File: config.mk
export PLATFORM = sky130hd
export DESIGN_NAME = shk_uart_arbiter
export DESIGN_NICKNAME = d
export VERILOG_FILES = /design/src/rtl/shk_uart_arbiter.sv
export SDC_FILE = /design/constraint.sdc
export NUM_CORES = 1
export LEC_CHECK = 0
export BUFFER_PORTS_ARGS = -buffer_cell sky130_fd_sc_hd__clkbuf_2
export CAP_MARGIN = 10
export CORE_UTILIZATION = 44
export DETAILED_ROUTE_END_ITERATION = 12
export GPL_TIMING_DRIVEN = 0
export PLACE_DENSITY = 0.77
export SLEW_MARGIN = 25
export SYNTH_ARGS = -nofsm -noshare
export SYNTH_HDL_FRONTEND = slang
export SYNTH_SLANG_ARGS = --single-unit
File: constraint.sdc
create_clock -name i_sys_clk -period 2.15 [get_ports i_sys_clk]
set_clock_uncertainty 0.2 [all_clocks]
set_input_delay 0.645 -clock i_sys_clk [delete_from_list [all_inputs] [get_ports i_sys_clk]]
set_output_delay 0.645 -clock i_sys_clk [all_outputs]
set_load 0.02 [all_outputs]
File: src/rtl/shk_uart_arbiter.sv
// ---------------------------------------------------------------------------
// shk_uart_arbiter
//
// Two-requester round-robin arbiter in front of a slow UART-style shake
// transmitter. Each granted transaction is sent as an address phase
// (m_shk_wr_valid strobe) followed by a data phase (m_shk_wr_msync strobe).
// Each phase reserves at least NB_BYTE_CYC cycles and then waits for
// m_shk_wr_ready before moving on. The granted requester gets a one-cycle ack.
//
// Optional feature (macro SHK_ARB_TIMEOUT_EN): a watchdog that abandons a
// phase stuck on m_shk_wr_ready=0 for NB_TIMEOUT cycles. It acks anyway and
// records the failure in sticky m_err_arb_info bits. When the macro is not
// defined, the wait states wait indefinitely and m_err_arb_info is 0.
//
// Ports
//   i_sys_clk, i_sys_reset     : clock, synchronous active-high reset
//   sN_req_valid/addr/data     : level request from requester N (N=0,1)
//   sN_req_ack                 : one-cycle completion pulse to requester N
//   m_shk_wr_valid/maddr       : address-phase strobe and latched address
//   m_shk_wr_msync/mdata       : data-phase strobe and latched data
//   m_shk_wr_ready             : downstream transmitter idle
//   o_busy, o_grant            : transaction in flight, one-hot owner
//   m_err_arb_info             : [0] addr timeout, [1] data timeout,
//                                [3:2] one-hot owner that timed out
// ---------------------------------------------------------------------------
module shk_uart_arbiter #(
  parameter int WD_SHK_DATA = 8,
  parameter int WD_SHK_ADDR = 8,
  parameter int NB_BYTE_CYC = 8680,
  parameter int NB_TIMEOUT  = 65536
) (
  input  logic                   i_sys_clk,
  input  logic                   i_sys_reset,
  input  logic                   s0_req_valid,
  input  logic [WD_SHK_ADDR-1:0] s0_req_addr,
  input  logic [WD_SHK_DATA-1:0] s0_req_data,
  output logic                   s0_req_ack,
  input  logic                   s1_req_valid,
  input  logic [WD_SHK_ADDR-1:0] s1_req_addr,
  input  logic [WD_SHK_DATA-1:0] s1_req_data,
  output logic                   s1_req_ack,
  output logic                   m_shk_wr_valid,
  output logic                   m_shk_wr_msync,
  output logic [WD_SHK_ADDR-1:0] m_shk_wr_maddr,
  output logic [WD_SHK_DATA-1:0] m_shk_wr_mdata,
  input  logic                   m_shk_wr_ready,
  output logic                   o_busy,
  output logic [1:0]             o_grant,
  output logic [3:0]             m_err_arb_info
);

  // Elaboration-time parameter sanity.
  if (NB_BYTE_CYC < 2) begin : g_bad_byte_cyc
    $error("NB_BYTE_CYC must be 2 or more");
  end
  if (NB_TIMEOUT < 1) begin : g_bad_timeout
    $error("NB_TIMEOUT must be 1 or more");
  end

  localparam logic [2:0] S_IDLE      = 3'd0;
  localparam logic [2:0] S_ADDR      = 3'd1;
  localparam logic [2:0] S_ADDR_WAIT = 3'd2;
  localparam logic [2:0] S_DATA      = 3'd3;
  localparam logic [2:0] S_DATA_WAIT = 3'd4;
  localparam logic [2:0] S_DONE      = 3'd5;

  // Counter only needs to hold NB_BYTE_CYC-1; it never wraps below zero.
  localparam int          CW       = $clog2(NB_BYTE_CYC);
  localparam logic [CW-1:0] CNT_LOAD = CW'(NB_BYTE_CYC - 1);

  logic [2:0]             state_q, state_d;
  logic [CW-1:0]          cnt_q, cnt_d;
  logic [1:0]             grant_q, grant_d;
  logic [WD_SHK_ADDR-1:0] addr_q, addr_d;
  logic [WD_SHK_DATA-1:0] data_q, data_d;
  logic                   last_q, last_d;   // 1: s1 was served last
  logic                   pick_s1;
  logic                   cnt_zero;

`ifdef SHK_ARB_TIMEOUT_EN
  localparam int           WDW    = $clog2(NB_TIMEOUT + 1);
  localparam logic [WDW-1:0] WD_LAST = WDW'(NB_TIMEOUT - 1);
  logic [WDW-1:0] wd_q, wd_d;
  logic [3:0]     err_q, err_d;
`endif

  // Round robin: with both requesting, the one not served last wins.
  assign pick_s1  = s1_req_valid & (~s0_req_valid | ~last_q);
  assign cnt_zero = (cnt_q == '0);

  always_comb begin
    state_d = state_q;
    cnt_d   = cnt_q;
    grant_d = grant_q;
    addr_d  = addr_q;
    data_d  = data_q;
    last_d  = last_q;
`ifdef SHK_ARB_TIMEOUT_EN
    wd_d    = wd_q;
    err_d   = err_q;
`endif
    case (state_q)
      S_IDLE: begin
        if (s0_req_valid | s1_req_valid) begin
          grant_d = pick_s1 ? 2'b10 : 2'b01;
          addr_d  = pick_s1 ? s1_req_addr : s0_req_addr;
          data_d  = pick_s1 ? s1_req_data : s0_req_data;
          state_d = S_ADDR;
        end
      end
      S_ADDR, S_DATA: begin
        cnt_d   = CNT_LOAD;
        state_d = (state_q == S_ADDR) ? S_ADDR_WAIT : S_DATA_WAIT;
`ifdef SHK_ARB_TIMEOUT_EN
        wd_d    = '0;
`endif
      end
      S_ADDR_WAIT, S_DATA_WAIT: begin
        if (!cnt_zero) cnt_d = cnt_q - CW'(1);
        if (cnt_zero && m_shk_wr_ready) begin
          state_d = (state_q == S_ADDR_WAIT) ? S_DATA : S_DONE;
        end
`ifdef SHK_ARB_TIMEOUT_EN
        else if (!m_shk_wr_ready) begin
          // This cycle is the NB_TIMEOUT-th stalled one: give up on the phase.
          if (wd_q == WD_LAST) begin
            state_d    = S_DONE;
            err_d[3:2] = err_q[3:2] | grant_q;
            if (state_q == S_ADDR_WAIT) err_d[0] = 1'b1;
            else                        err_d[1] = 1'b1;
          end else begin
            wd_d = wd_q + WDW'(1);
          end
        end
`endif
      end
      S_DONE: begin
        last_d  = grant_q[1];
        grant_d = 2'b00;
        state_d = S_IDLE;
      end
      default: state_d = S_IDLE;
    endcase
  end

  always_ff @(posedge i_sys_clk) begin
    if (i_sys_reset) begin
      state_q <= S_IDLE;
      cnt_q   <= '0;
      grant_q <= 2'b00;
      addr_q  <= '0;
      data_q  <= '0;
      last_q  <= 1'b1;
`ifdef SHK_ARB_TIMEOUT_EN
      wd_q    <= '0;
      err_q   <= 4'b0000;
`endif
    end else begin
      state_q <= state_d;
      cnt_q   <= cnt_d;
      grant_q <= grant_d;
      addr_q  <= addr_d;
      data_q  <= data_d;
      last_q  <= last_d;
`ifdef SHK_ARB_TIMEOUT_EN
      wd_q    <= wd_d;
      err_q   <= err_d;
`endif
    end
  end

  // Outputs decode registered state only, so reset clears them in one edge.
  assign o_busy         = (state_q != S_IDLE);
  assign o_grant        = grant_q;
  assign m_shk_wr_valid = (state_q == S_ADDR);
  assign m_shk_wr_msync = (state_q == S_DATA);
  assign m_shk_wr_maddr = addr_q;
  assign m_shk_wr_mdata = data_q;
  assign s0_req_ack     = (state_q == S_DONE) & grant_q[0];
  assign s1_req_ack     = (state_q == S_DONE) & grant_q[1];
`ifdef SHK_ARB_TIMEOUT_EN
  assign m_err_arb_info = err_q;
`else
  assign m_err_arb_info = 4'b0000;
`endif

endmodule

=== Yosys cells after proc, flatten, opt, wreduce, memory -nomap -nowiden ===
Cells that the tools add are included.

* Register bits: 36
* Word-level logic and storage cells: 46
* Input port bits: 37
* Output and inout port bits: 27

* Reductions and logical operators: 12
* Muxes and demuxes: 12
* Add/subtract/negate cells: 1
* Eq/ne operators: 8
* Bitwise logic cells: 7

{| class="wikitable"
|+ Operators with widths
! operator !! number
|-
| $pmux W14 S2 || 1
|-
| $mux W8 || 2
|-
| $logic_not A14 Y1 || 1
|-
| $mux W14 || 1
|-
| $sub A14 B1 Y14 const B || 1
|-
| $mux W3 || 4
|-
| $pmux W3 S3 || 1
|-
| $reduce_and A2 Y1 || 4
|-
| $eq A3 B2 Y1 const B || 2
|-
| $eq A3 B3 Y1 const B || 2
|-
| $ne A2 B2 Y1 const B || 3
|-
| $mux W2 || 2
|-
| $pmux W2 S2 || 1
|-
| $reduce_bool A2 Y1 || 2
|-
| $reduce_or A2 Y1 || 2
|-
| $and A1 B1 Y1 || 3
|-
| $eq A3 B1 Y1 const B || 1
|-
| $logic_not A3 Y1 || 1
|-
| $reduce_bool A3 Y1 || 1
|-
| $not A1 Y1 || 2
|-
| $or A1 B1 Y1 || 2
|-
| $logic_and A1 B1 Y1 || 1
|}

=== Longest topological paths before layout ===
Gate-level depths: netlist of run 1.

* Word-level depth: 6
* Depth in mapped cells: 6
* Depth with buffers taken out: 6

=== Worst setup path before layout of run 1 ===
No wires, ideal clock.

* Path kind: register to register
* Start point: register cnt_q[0]
* End point: register cnt_q[0]
* Data required time: 1.816 ns
* Slack: 0.027 ns
* Cell stages (with the launch flop): 7
* Setup time: 0.134 ns
* Arrival: 1.789 ns
* Clock period less this slack: 2.123 ns
* Buffers on the path: 0
* Cells stage by stage: dfxtp_1 > inv_1 > ha_1 > or4b_1 > or4_1 > a211oi_1 > a211oi_1

* Cells in the longest elaborated chain, start to end: 3
* Elaborated cells on any way between the ends: 6
* Those cells by class: add/sub: 1; eq/ne: 1; mux: 2; reduce/logical: 2

{| class="wikitable"
|+ RTL lines
! what !! RTL line !! source
|-
| from (decl) || 72 || <nowiki>logic [CW-1:0] cnt_q, cnt_d;</nowiki>
|-
| from (signal assigned) || 160 || <nowiki>cnt_q <= cnt_d;</nowiki>
|-
| $sub A14 B1 Y14 / $logic_not A14 Y1 (equally long branches) || 119, 89 ||
|-
| $mux W14 / $ne A2 B2 Y1 (equally long branches) || -- ||
|-
| $pmux W14 S2 / $reduce_and A2 Y1 (equally long branches) || -- ||
|}

Parallel ways exist; a longest one is shown, timed or not. The select of a mux whose other input is x is not followed.
A chain may end at the register's enable or synchronous reset.

=== Final worst setup path of run 1 ===
Same ends and word-level chain as after synthesis.

==> flow_summary.rst, run 1 <==
.. list-table::
   :header-rows: 1

   * - Metric
     - Value
   * - Post-detail-place hpwl
     - 3.109 mm
   * - Critical path cell sequence
     - inv_4, ha_4, or4b_4, or4_4, a211oi_2, a211oi_1
   * - Count of antenna diodes in the layout
     - 0
   * - Pwr per Cell Area
     - about 1400 nW/µm²
   * - Longest Clk Path Bufs
     - 2
   * - Clock network power share
     - 0.145
   * - Post-DR wirelength/cell
     - 12.87 µm
   * - Sw frac
     - 0.4398
   * - Result of the run
     - complete, no violations
   * - Post-CTS Hold Buffers
     - 0
   * - Inserted Clock Buffers
     - 5
   * - Pre-Repair DR Iteration Count
     - 4
   * - Crit Path Max Fanout
     - 4
   * - Worst setup path category
     - flop to flop
   * - Fraction of power consumed by combinational cells
     - 0.521
   * - P_int
     - approximately 1900 µW
   * - Vias in the first global route
     - between 1500 and 2000
   * - Number of synthesized flops with an enable pin
     - 0
   * - Utilization of the core after routing
     - 0.5993
   * - Synthesis-stage register bit count
     - 36
   * - Max H-tree Level
     - 2
   * - Setup repair after global routing missed its margin
     - true
   * - Detailed-route via count
     - roughly 1800
   * - Count of warnings emitted by yosys
     - 0
   * - Global-route usage over all layers
     - 0.1941
   * - Required time at the endpoint of the critical path
     - 2.10 ns
   * - Register share of total power
     - 0.334
   * - Placeable core area
     - roughly 4000 µm²
   * - Mean instance size in the synthesized netlist
     - ~8.6 µm²
   * - Number of violations reported at the end of detailed-routing iteration 0
     - 73
   * - Type of destination of the critical path
     - flop
   * - Number of hold violations in the final report
     - 0
   * - Clock latency reported for the late side of the worst-skew pair
     - 0.29 ns
   * - Clock transition at path regs
     - 0.07 ns
   * - Clock tree sinks
     - 36
   * - Clock tree from TritonCTS
     - yes
   * - Static Leakage
     - 0.001064 µW
   * - Antenna-violating nets left
     - 0
   * - GRT Residual Overflow
     - 0
   * - Routability congestion estimate from global placement
     - between 0.8 and 0.9
   * - Max incr delay on CP
     - 0.53 ns
   * - Worst slack after detailed placement
     - -0.2893 ns
   * - Global-route wire length before repair
     - around 6.6 mm
   * - Syn Inst Count
     - roughly 210
   * - Detailed Route WL
     - around 4.3 mm
   * - Row cnt
     - 23
   * - Final count of negative-setup-slack endpoints
     - 0
   * - Leading cell type in the layout, fill and taps excluded
     - sky130_fd_sc_hd__clkbuf_2
   * - Count of distinct cell types in the synthesized netlist
     - 40
   * - PnR worst setup slack
     - between 0.02 and 0.025 ns
   * - Synth top area share
     - 0.3956
   * - Max-slew violation total from the final report
     - 0
   * - Switching component of the power
     - 1480 µW
   * - Top post-synthesis cells by area
     - sky130_fd_sc_hd__dfxtp_1 40%, sky130_fd_sc_hd__mux2i_1 11%, sky130_fd_sc_hd__a211oi_1 8.7%
   * - Vias per Instance
     - ~5.4
   * - Relative slew margins
     - 0.6333
   * - Number of max-capacitance violations reported
     - 0
   * - I/O pin count
     - 64
   * - Slew @ Worst Pin
     - 0.5501 ns
   * - Max Clock Freq
     - ~470 MHz
   * - Synth async-reset ratio
     - 0
   * - Floorplan die area
     - approximately 4400 µm²
   * - Clock root buffer master
     - sky130_fd_sc_hd__clkbuf_8
   * - Kind of start point of the critical path
     - flop
   * - Largest net degree at the start of global routing
     - 14
   * - Share of post-route cells with drive strength above 1
     - 0.3688
   * - Leading area contributor after synthesis
     - sky130_fd_sc_hd__dfxtp_1
   * - Worst IR drop on VDD
     - 0.7028 mV
   * - Starting density of the core
     - 0.4554
   * - Sequential fraction of the synthesis area
     - 0.3956
   * - Number of nets at the end of the flow
     - around 320
   * - Most used cells in the layout excluding fill and tap cells
     - 57 x sky130_fd_sc_hd__clkbuf_2, 31 x sky130_fd_sc_hd__dfxtp_1, 28 x sky130_fd_sc_hd__nor2_1
   * - Area growth from synthesis to layout
     - 31.59%
   * - Synth Cell Area
     - about 1800 µm²
   * - Fin crit period
     - approximately 2.1 ns
   * - Fin crit share
     - 0.9907
   * - Worst endpoint data arrival time
     - around 2.1 ns
   * - Count of input and output buffers
     - 58
   * - Worst hold path type
     - flop to flop
   * - Overall die height
     - 66.35 µm
   * - Initial antenna violation count
     - 0
   * - Cell with the biggest individual delay on the critical path
     - sky130_fd_sc_hd__or4_4
   * - Die span in x
     - approximately 66 µm
   * - Detailed-route DRC error count
     - 0
   * - Main synth FF type
     - sky130_fd_sc_hd__dfxtp_1
==> stage by stage <==
stage,std cells,total power (µW),hold WS [ns],TNS (ns),instance area [µm²]
after CTS,328,3212,0.2725,-0.0003461,2317
after floorplan,214,2209,0.2309,0,1833
after global placement,322,2599,0.2519,-1.909,2186
after detailed placement,322,2626,0.2482,-2.485,2186
final,332,3365,0.2725,0,2397
after global routing,332,3627,0.2922,-0.1220,2397
==> cells in the mapped netlist (3+ instances only) <==
cell                       number
sky130_fd_sc_hd__a211oi_1      21
sky130_fd_sc_hd__a21oi_1        3
sky130_fd_sc_hd__a31oi_1        6
sky130_fd_sc_hd__buf_2          5
sky130_fd_sc_hd__buf_4          4
sky130_fd_sc_hd__clkbuf_1       8
sky130_fd_sc_hd__dfxtp_1       36
sky130_fd_sc_hd__inv_1          8
sky130_fd_sc_hd__mux2i_1       20
sky130_fd_sc_hd__nand2_1        9
sky130_fd_sc_hd__nand2b_1       5
sky130_fd_sc_hd__nand3_1        4
sky130_fd_sc_hd__nand4b_1       3
sky130_fd_sc_hd__nor2_1        28
sky130_fd_sc_hd__nor2b_1        3
sky130_fd_sc_hd__nor3_1         5
sky130_fd_sc_hd__nor4_1         4
sky130_fd_sc_hd__or3_1          8
sky130_fd_sc_hd__or4_1          6
==> critical path, delay by kind of cell, from the launching register on <==
kind | cells | cell delay, ns
buffers and inverters | 1 | 0.06
DFF | 1 | 0.36
adders and majority gates | 1 | 0.12
AOI/OAI and AO/OA | 2 | 0.25
and+or+nand+nor | 2 | 1.01
==> power groups by stage <==
stage	clock [µW]	sequential [µW]	combinational, µW
after global routing	531	1160	1930
after global placement	0	1070	1530
after CTS	501	1100	1610
final	488	1120	1750
after detailed placement	0	1070	1550
after floorplan	0	1200	1010
==> what timing repair did <==
item / in CTS / in global routing
gates resized for setup: 16 / 13
setup endpoints to repair: 9 / 18
buffers inserted: 1 / 5
pin swaps: 1 / 4
==> path summary, 6_finish.rpt <==
kind | start | end | slack, ns | cells past startpoint
setup / recovery | cnt_q[0] | cnt_q[0] | 0.02 | 6
hold / removal | last_q | last_q | 0.27 | 1
setup reg to reg | cnt_q[0] | cnt_q[0] | 0.02 | 6
hold reg to reg | last_q | last_q | 0.27 | 1
==> state kept, by name, summed over array words and instances, names as in the netlist <==
name            cells
m_shk_wr_mdata      8
state_q             3
cnt_q              14
o_grant             2
last_q              1
m_shk_wr_maddr      8
==> final cells by class <==
| cell class | instances | area [µm²] |
|---|---|---|
| Fill cell | 338 | 1603 |
| Sequential cell | 36 | 734.5 |
| Tap cell | 50 | 62.56 |
| Clock inverter | 3 | 23.77 |
| Multi-Input combinational cell | 152 | 1061 |
| Buffer | 14 | 76.32 |
| Clock buffer | 5 | 68.82 |
| Inverter | 8 | 32.53 |
| Timing Repair Buffer | 64 | 337.8 |
==> metal layers <==
metal | share of wire | track usage | vias up
li1 | - | - | 895
met1 | 0.45 | 0.2408 | 830
met2 | 0.48 | 0.3355 | 68
met3 | 0.061 | 0.03966 | 2
met4 | 0.0047 | 0.05585 | 0
met5 | 0 | 0 | -
==> kinds of logic after synthesis <==
| group | count (synthesis) | synth area share |
|---|---|---|
| fa+ha+maj | 1 | 0.006867 |
| mux | 20 | 0.1099 |
| flops | 36 | 0.3956 |
| xor+xnor | 3 | 0.01443 |
| buf+inv | 26 | 0.06525 |
| other cells | 1 | 0.002058 |
| simple gates | 81 | 0.2349 |
| compound gates | 43 | 0.1710 |
Power figures use the tool's default switching activity.
==> run 2: changes to the inputs <==
--- a/config.mk
+++ b/config.mk
@@ -11,6 +11,7 @@
 export DETAILED_ROUTE_END_ITERATION = 12
 export GPL_TIMING_DRIVEN = 0
 export PLACE_DENSITY = 0.77
+export RECOVER_POWER = 100
 export SLEW_MARGIN = 25
 export SYNTH_ARGS = -nofsm -noshare
 export SYNTH_HDL_FRONTEND = slang
==> flow_summary.rst, run 2 (synthesis gave the netlist of run 1 again) <==
.. list-table::
   :header-rows: 1

   * - Metric
     - Value
   * - Post-layout instance area
     - 2370 µm² (-1.1%)
   * - Utilization of the core after routing
     - 0.5924 (-0.006882)
   * - Kind of start point of the critical path
     - flop
   * - Floorplan die area
     - 4402 µm² (unchanged)
   * - Detailed-route via count
     - 1784 (-0.61%)
   * - Cell area reported after detailed placement
     - 2186 µm² (unchanged)
   * - Die span in x
     - 66.35 µm (unchanged)
   * - Initial antenna violation count
     - 0 (unchanged)
   * - Setup repair after global routing missed its margin
     - true
   * - Required time at the endpoint of the critical path
     - 2.10 ns (about the same)
   * - Clock tree from TritonCTS
     - yes
   * - Max Clock Freq
     - 469.1 MHz (about the same)
   * - Register name with the most flops
     - cnt_q
   * - Global-route wire length before repair
     - 6.630 mm (unchanged)
   * - Pre-Repair DR Iteration Count
     - 4 (unchanged)
   * - Area growth from synthesis to layout
     - 30.08%
   * - Critical register-to-register path endpoint
     - cnt_q[0]
   * - Number of max-capacitance violations reported
     - 0 (unchanged)
   * - Overall die height
     - 66.35 µm (unchanged)
   * - Worst endpoint data arrival time
     - 2.08 ns (about the same)
   * - Max reg flops
     - 14 (unchanged)
   * - Count of input and output buffers
     - 58 (unchanged)
   * - Largest net degree at the start of global routing
     - 14 (unchanged)
   * - Count of antenna diodes in the layout
     - 0 (unchanged)
   * - Worst setup path category
     - flop to flop
   * - Multi-input gate area in the final layout
     - 1056 µm² (-0.47%)
   * - Fin crit period
     - 2.132 ns (+0.001545 ns)
   * - Crit Path Max Fanout
     - 4 (unchanged)
   * - Number of nets at the end of the flow
     - 319 (unchanged)
   * - Inserted Clock Buffers
     - 5 (unchanged)
   * - Relative slew margins
     - 0.6459 (+0.01259)
   * - Vias in the first global route
     - 1513 (unchanged)
   * - Post-DR wirelength/cell
     - 12.83 µm (-0.28%)
   * - Post-CTS Hold Buffers
     - 0 (unchanged)
   * - Routability congestion estimate from global placement
     - 0.8718 (unchanged)
   * - Final count of negative-setup-slack endpoints
     - 0 (unchanged)
   * - Critical Path End
     - cnt_q[0]
   * - Slew @ Worst Pin
     - 0.5312 ns (-0.01888 ns)
   * - Result of the run
     - complete, no violations
   * - Max-slew violation total from the final report
     - 0 (unchanged)
   * - Clock root buffer master
     - sky130_fd_sc_hd__clkbuf_8
   * - Row cnt
     - 23 (unchanged)
   * - Placeable core area
     - 4000 µm² (unchanged)
   * - Max H-tree Level
     - 2 (unchanged)
   * - R2R cell count
     - 6 (unchanged)
   * - Worst slack after detailed placement
     - -0.2893 ns (unchanged)
   * - Minimum setup slack among reg-to-reg paths
     - 0.02 ns (about the same)
   * - Post-detail-place hpwl
     - 3.109 mm (unchanged)
   * - Antenna-violating nets left
     - 0 (unchanged)
   * - Most used cells in the layout excluding fill and tap cells
     - 40 x sky130_fd_sc_hd__clkbuf_2, 31 x sky130_fd_sc_hd__dfxtp_1, 28 x sky130_fd_sc_hd__nor2_1
   * - Source of the worst hold timing path
     - last_q
   * - Pwr per Cell Area
     - 1402 nW/µm² (-0.13%)
   * - Worst IR drop on VDD
     - 0.7039 mV (+0.17%)
   * - Fin crit share
     - 0.9914 (about the same)
   * - GRT Residual Overflow
     - 0 (unchanged)
   * - Clock tree sinks
     - 36 (unchanged)
   * - Worst hold path type
     - flop to flop
   * - Global-route usage over all layers
     - 0.1941 (unchanged)
   * - PnR worst setup slack
     - 0.01848 ns (-0.001545 ns)
   * - Starting density of the core
     - 0.4554 (unchanged)
   * - Number of violations reported at the end of detailed-routing iteration 0
     - 79 (+8.2%)
   * - Detailed-route DRC error count
     - 0 (unchanged)
   * - Share of post-route cells with drive strength above 1
     - 0.3014 (-0.06738)
   * - I/O pin count
     - 64 (unchanged)
   * - Longest Clk Path Bufs
     - 2 (unchanged)
   * - R2r startpoint
     - cnt_q[1]
   * - Clock transition at path regs
     - 0.08 ns (about the same)
   * - Leading cell type in the layout, fill and taps excluded
     - sky130_fd_sc_hd__clkbuf_2
   * - Type of destination of the critical path
     - flop
   * - Vias per Instance
     - 5.373 (-0.61%)
   * - Number of hold violations in the final report
     - 0 (unchanged)
   * - Storage element area
     - 734.5 µm² (unchanged)
   * - Clock latency reported for the late side of the worst-skew pair
     - 0.29 ns (about the same)
   * - Static Leakage
     - 0.001006 µW (-5.4%)
   * - Worst setup path startpoint
     - cnt_q[1]
   * - Detailed Route WL
     - 4.261 mm (-0.28%)
   * - Filler Cells Inserted
     - 346 (+2.4%)
   * - Power after layout
     - 3322 µW (-1.3%)
-- run 2: cell count changes in the layout (fill, tap and decap cells not counted), sizes merged --
| cell | change |
|---|---|
| clkbuf | +1 |
| buf | -1 |
-- run 2: timing repair --
item	CTS	global route
setup buffers	1	5
hold endpoints to repair	0	0
resized for setup	16	13
setup endpoints to repair	9	18
pin swaps	1	4
-- run 2: report_power, final --
group | switching [µW] | internal (µW) | total [µW]
clock network | 256 | 229 | 486
logic | 1010 | 701 | 1710
registers | 212 | 911 | 1120
total | 1480 | 1840 | 3320
-- run 2: per-stage QoR --
step | hold WS, ns | TNS, ns | instances
after floorplan | 0.2309 | 0 | 214
after global placement | 0.2519 | -1.909 | 322
after detailed placement | 0.2482 | -2.485 | 322
after CTS | 0.2725 | -0.0003461 | 328
after global routing | 0.2922 | -0.1396 | 332
final | 0.2711 | 0 | 332
-- run 2: layer usage --
metal / GRT usage / routed length, µm / vias to the layer above
met4: 0.05585 / 23 / 0
met1: 0.2408 / 1960 / 818
met5: 0 / 0 / -
met2: 0.3355 / 2063 / 67
li1: - / - / 895
met3: 0.03966 / 213 / 4
-- run 2: cell type report --
class                   count  share of cell area
plain buffers              14             0.03221
clock buffers               5             0.02904
clock inverters             3             0.01003
inverters                   8             0.01373
multi-input cells         152              0.4456
flip-flops and latches     36              0.3099
well taps                  50             0.02640
repair buffers             64              0.1331
-- run 2: worst min path at each step --
stage          endpoint  slack, ns  depth (start not counted)
6_report         last_q       0.27                          1
5_1_grt          last_q       0.29                          1
4_1_cts          last_q       0.27                          1
3_5_place_dp     last_q       0.25                          1
3_3_place_gp     last_q       0.25                          1
2_1_floorplan    last_q       0.23                          1
-- run 2: worst max-delay path, stage by stage (launching register included) --
cell	delay [ns]
sky130_fd_sc_hd__dfxtp_4	0.36
sky130_fd_sc_hd__inv_2	0.06
sky130_fd_sc_hd__ha_4	0.12
sky130_fd_sc_hd__or4b_4	0.48
sky130_fd_sc_hd__or4_4	0.53
sky130_fd_sc_hd__a211oi_2	0.19
sky130_fd_sc_hd__a211oi_1	0.06
==> run 3: changes to the inputs <==
--- a/config.mk
+++ b/config.mk
@@ -12,6 +12,7 @@
 export GPL_TIMING_DRIVEN = 0
 export PLACE_DENSITY = 0.77
 export RECOVER_POWER = 100
+export SKIP_LAST_GASP = 1
 export SLEW_MARGIN = 25
 export SYNTH_ARGS = -nofsm -noshare
 export SYNTH_HDL_FRONTEND = slang
==> constraint.sdc (replaced) <==
create_clock -name i_sys_clk -period 1.7 [get_ports i_sys_clk]
set_clock_uncertainty 0.2 [all_clocks]
set_input_delay 0.51 -clock i_sys_clk [delete_from_list [all_inputs] [get_ports i_sys_clk]]
set_output_delay 0.51 -clock i_sys_clk [all_outputs]
set_load 0.02 [all_outputs]
==> flow_summary.rst, run 3 (synthesis gave the netlist of run 1 again) <==
.. list-table::
   :header-rows: 1

   * - Metric
     - Value
   * - Longest Clk Path Bufs
     - 2 (unchanged)
   * - Area growth from synthesis to layout
     - 60.23%
   * - Cell with the biggest individual delay on the critical path
     - sky130_fd_sc_hd__or4b_4
   * - Crit Path Max Fanout
     - 4 (unchanged)
   * - Antenna-violating nets left
     - 0 (unchanged)
   * - Worst slack after detailed placement
     - -0.4310 ns (-0.1418 ns)
   * - Kind of start point of the critical path
     - flop
   * - Inserted Clock Buffers
     - 5 (unchanged)
   * - Overall die height
     - 66.35 µm (unchanged)
   * - Global-route wire length before repair
     - 7.728 mm (+17%)
   * - R2R cell count
     - 6 (unchanged)
   * - Worst setup path startpoint
     - cnt_q[0]
   * - Vias per Instance
     - 5.617 (+4.5%)
   * - Worst Path Buf+Inv
     - 1 (unchanged)
   * - GRT Residual Overflow
     - 0 (unchanged)
   * - Die span in x
     - 66.35 µm (unchanged)
   * - Max H-tree Level
     - 2 (unchanged)
   * - Static Leakage
     - 0.001221 µW (+21%)
   * - Leading cell type in the layout, fill and taps excluded
     - sky130_fd_sc_hd__clkbuf_2
   * - Clock root buffer master
     - sky130_fd_sc_hd__clkbuf_8
   * - Max reg flops
     - 14 (unchanged)
   * - Clock transition at path regs
     - 0.08 ns (about the same)
   * - Row cnt
     - 23 (unchanged)
   * - Max-slew violation total from the final report
     - 0 (unchanged)
   * - Worst endpoint data arrival time
     - 2.09 ns (about the same)
   * - Cell area reported after detailed placement
     - 2268 µm² (+3.8%)
   * - Starting density of the core
     - 0.4554 (unchanged)
   * - Slew @ Worst Pin
     - 0.7622 ns (+0.2310 ns)
   * - Filler Cells Inserted
     - 248 (-28%)
   * - Post-detail-place hpwl
     - 3.202 mm (+3.0%)
   * - Fin crit share
     - 1.259 (+0.2677)
   * - Number of hold violations in the final report
     - 0 (unchanged)
   * - Type of destination of the critical path
     - flop
   * - Fin crit period
     - 2.141 ns (+0.009020 ns)
   * - Critical path cell sequence
     - inv_2, ha_4, or4b_4, or4_4, a211oi_2, a211oi_1
   * - Result of the run
     - complete, but fails checks
   * - R2r startpoint
     - cnt_q[0]
   * - Number of violations reported at the end of detailed-routing iteration 0
     - 105 (+33%)
   * - Vias in the first global route
     - 1680 (+11%)
   * - Relative slew margins
     - 0.4919 (-0.1540)
   * - Floorplan die area
     - 4402 µm² (unchanged)
   * - Hold depth
     - 2 (+1)
   * - Clock tree from TritonCTS
     - yes
   * - Detailed Route WL
     - 5.865 mm (+38%)
   * - Largest net degree at the start of global routing
     - 13 (-1)
   * - Setup repair after global routing missed its margin
     - true
   * - Worst IR drop on VDD
     - 1.118 mV (+59%)
   * - Count of antenna diodes in the layout
     - 0 (unchanged)
   * - Worst setup path category
     - flop to flop
   * - Placeable core area
     - 4000 µm² (unchanged)
   * - Number of max-capacitance violations reported
     - 0 (unchanged)
   * - Detailed-route via count
     - 2022 (+13%)
   * - I/O pin count
     - 64 (unchanged)
   * - Post-layout instance area
     - 2919 µm² (+23%)
   * - Pwr per Cell Area
     - 1931 nW/µm² (+38%)
   * - Worst hold path type
     - flop to flop
   * - Source of the worst hold timing path
     - cnt_q[10]
   * - Pre-Repair DR Iteration Count
     - 4 (unchanged)
   * - Initial antenna violation count
     - 0 (unchanged)
   * - Most used cells in the layout excluding fill and tap cells
     - 38 x sky130_fd_sc_hd__clkbuf_2, 29 x sky130_fd_sc_hd__dfxtp_1, 23 x sky130_fd_sc_hd__buf_4
   * - Stages on worst setup path
     - 6 (unchanged)
   * - Required time at the endpoint of the critical path
     - 1.65 ns (-0.45 ns)
   * - Global-route usage over all layers
     - 0.2315 (+0.03748)
   * - Share of post-route cells with drive strength above 1
     - 0.5065 (+0.2050)
   * - Clock latency reported for the late side of the worst-skew pair
     - 0.30 ns (about the same)
   * - Max incr delay on CP
     - 0.47 ns (-0.06 ns)
   * - Clock tree sinks
     - 36 (unchanged)
   * - Non-filler cells in the finished layout
     - 360 (+8.4%)
   * - Register name with the most flops
     - cnt_q
   * - Number of nets at the end of the flow
     - 347 (+8.8%)
   * - Routability congestion estimate from global placement
     - 0.8623 (-1.1%)
   * - PnR worst setup slack
     - -0.4405 ns (-0.4590 ns)
   * - Post-DR wirelength/cell
     - 16.29 µm (+27%)
   * - Violations in the final reports
     - negative setup slack
   * - CP delay by family, top
     - simple AND/OR/NAND/NOR gates
   * - Cell Count Post-Placement
     - 322 (unchanged)
   * - Count of input and output buffers
     - 58 (unchanged)
   * - Max Clock Freq
     - 467.2 MHz (-0.42%)
   * - Final count of negative-setup-slack endpoints
     - 38 (+38)
   * - Post-CTS Hold Buffers
     - 0 (unchanged)
   * - Detailed-route DRC error count
     - 0 (unchanged)
run 3: cell types whose count changed in the layout (fill, tap and decap cells not counted), moves of 3 or more:
cell	before	now
sky130_fd_sc_hd__dfxtp_2	2	5
sky130_fd_sc_hd__a211oi_1	19	6
sky130_fd_sc_hd__a211oi_2	2	15
sky130_fd_sc_hd__clkbuf_1	23	19
sky130_fd_sc_hd__or3_4	0	4
sky130_fd_sc_hd__buf_4	10	23
sky130_fd_sc_hd__or3_1	8	4
sky130_fd_sc_hd__nor4_4	0	3
sky130_fd_sc_hd__nor4_1	3	0
sky130_fd_sc_hd__nor2_4	0	3
sky130_fd_sc_hd__buf_8	0	6
sky130_fd_sc_hd__buf_6	0	18
sky130_fd_sc_hd__nor2_1	28	15
sky130_fd_sc_hd__nor2_2	1	11
run 3: layout make-up:
type                            instances  area (µm²)  area share
Inverter                                8       30.03     0.01029
Buffer                                 15       118.9     0.04072
Multi-Input combinational cell        152        1259      0.4312
Clock inverter                          3       18.77    0.006429
Clock buffer                            5       68.82     0.02357
Timing Repair Buffer                   91       626.9      0.2147
Sequential cell                        36       734.5      0.2516
Tap cell                               50       62.56     0.02143
run 3: report_power, final:
part | total (µW) | internal [µW] | switching (µW) | leakage [µW]
logic | 3570 | 1730 | 1840 | 0.000872
registers | 1450 | 1150 | 303 | 0.000301
clock network | 618 | 286 | 333 | 0.0000479
run 3: worst paths after layout:
check / to / slack [ns]
worst max-delay path: cnt_q[0] / -0.44
worst min-delay path: cnt_q[10] / 0.27
worst max register to register: cnt_q[0] / -0.44
worst min register to register: cnt_q[10] / 0.27
run 3: worst reg2reg max path, delay by kind of cell, from the launching register on:
family / cells / cell delay [ns]
compound gates: 2 / 0.30
fa+ha+maj: 1 / 0.13
buf+inv: 1 / 0.07
flops: 1 / 0.35
simple gates: 2 / 0.94
run 3: repair_timing:
action	CTS	global route
gates cloned	2	1
setup endpoints to repair	33	38
resized for setup	47	52
pin swaps	18	10
buffers inserted	16	14
run 3: per-layer routing:
layer / wire length (µm) / vias up / part of all wire / global-route usage
li1: - / 958 / - / -
met1: 2389 / 971 / 0.41 / 0.2794
met2: 2992 / 76 / 0.51 / 0.3890
met3: 354 / 17 / 0.060 / 0.06724
met4: 128 / 0 / 0.022 / 0.07979
met5: 0 / - / 0 / 0
run 3: through the flow:
| stage | setup TNS (ns) | total power [µW] | hold WS, ns | util |
|---|---|---|---|---|
| finish | -9.857 | 5638 | 0.2744 | 0.7297 |
| global route | -11.36 | 5899 | 0.3005 | 0.7297 |
| CTS | -9.178 | 4805 | 0.2740 | 0.6675 |
| detailed placement | -7.140 | 3558 | 0.2539 | 0.5671 |
| global placement | -6.255 | 3505 | 0.2484 | 0.5671 |
| floorplan | -2.510 | 3000 | 0.2304 | - |
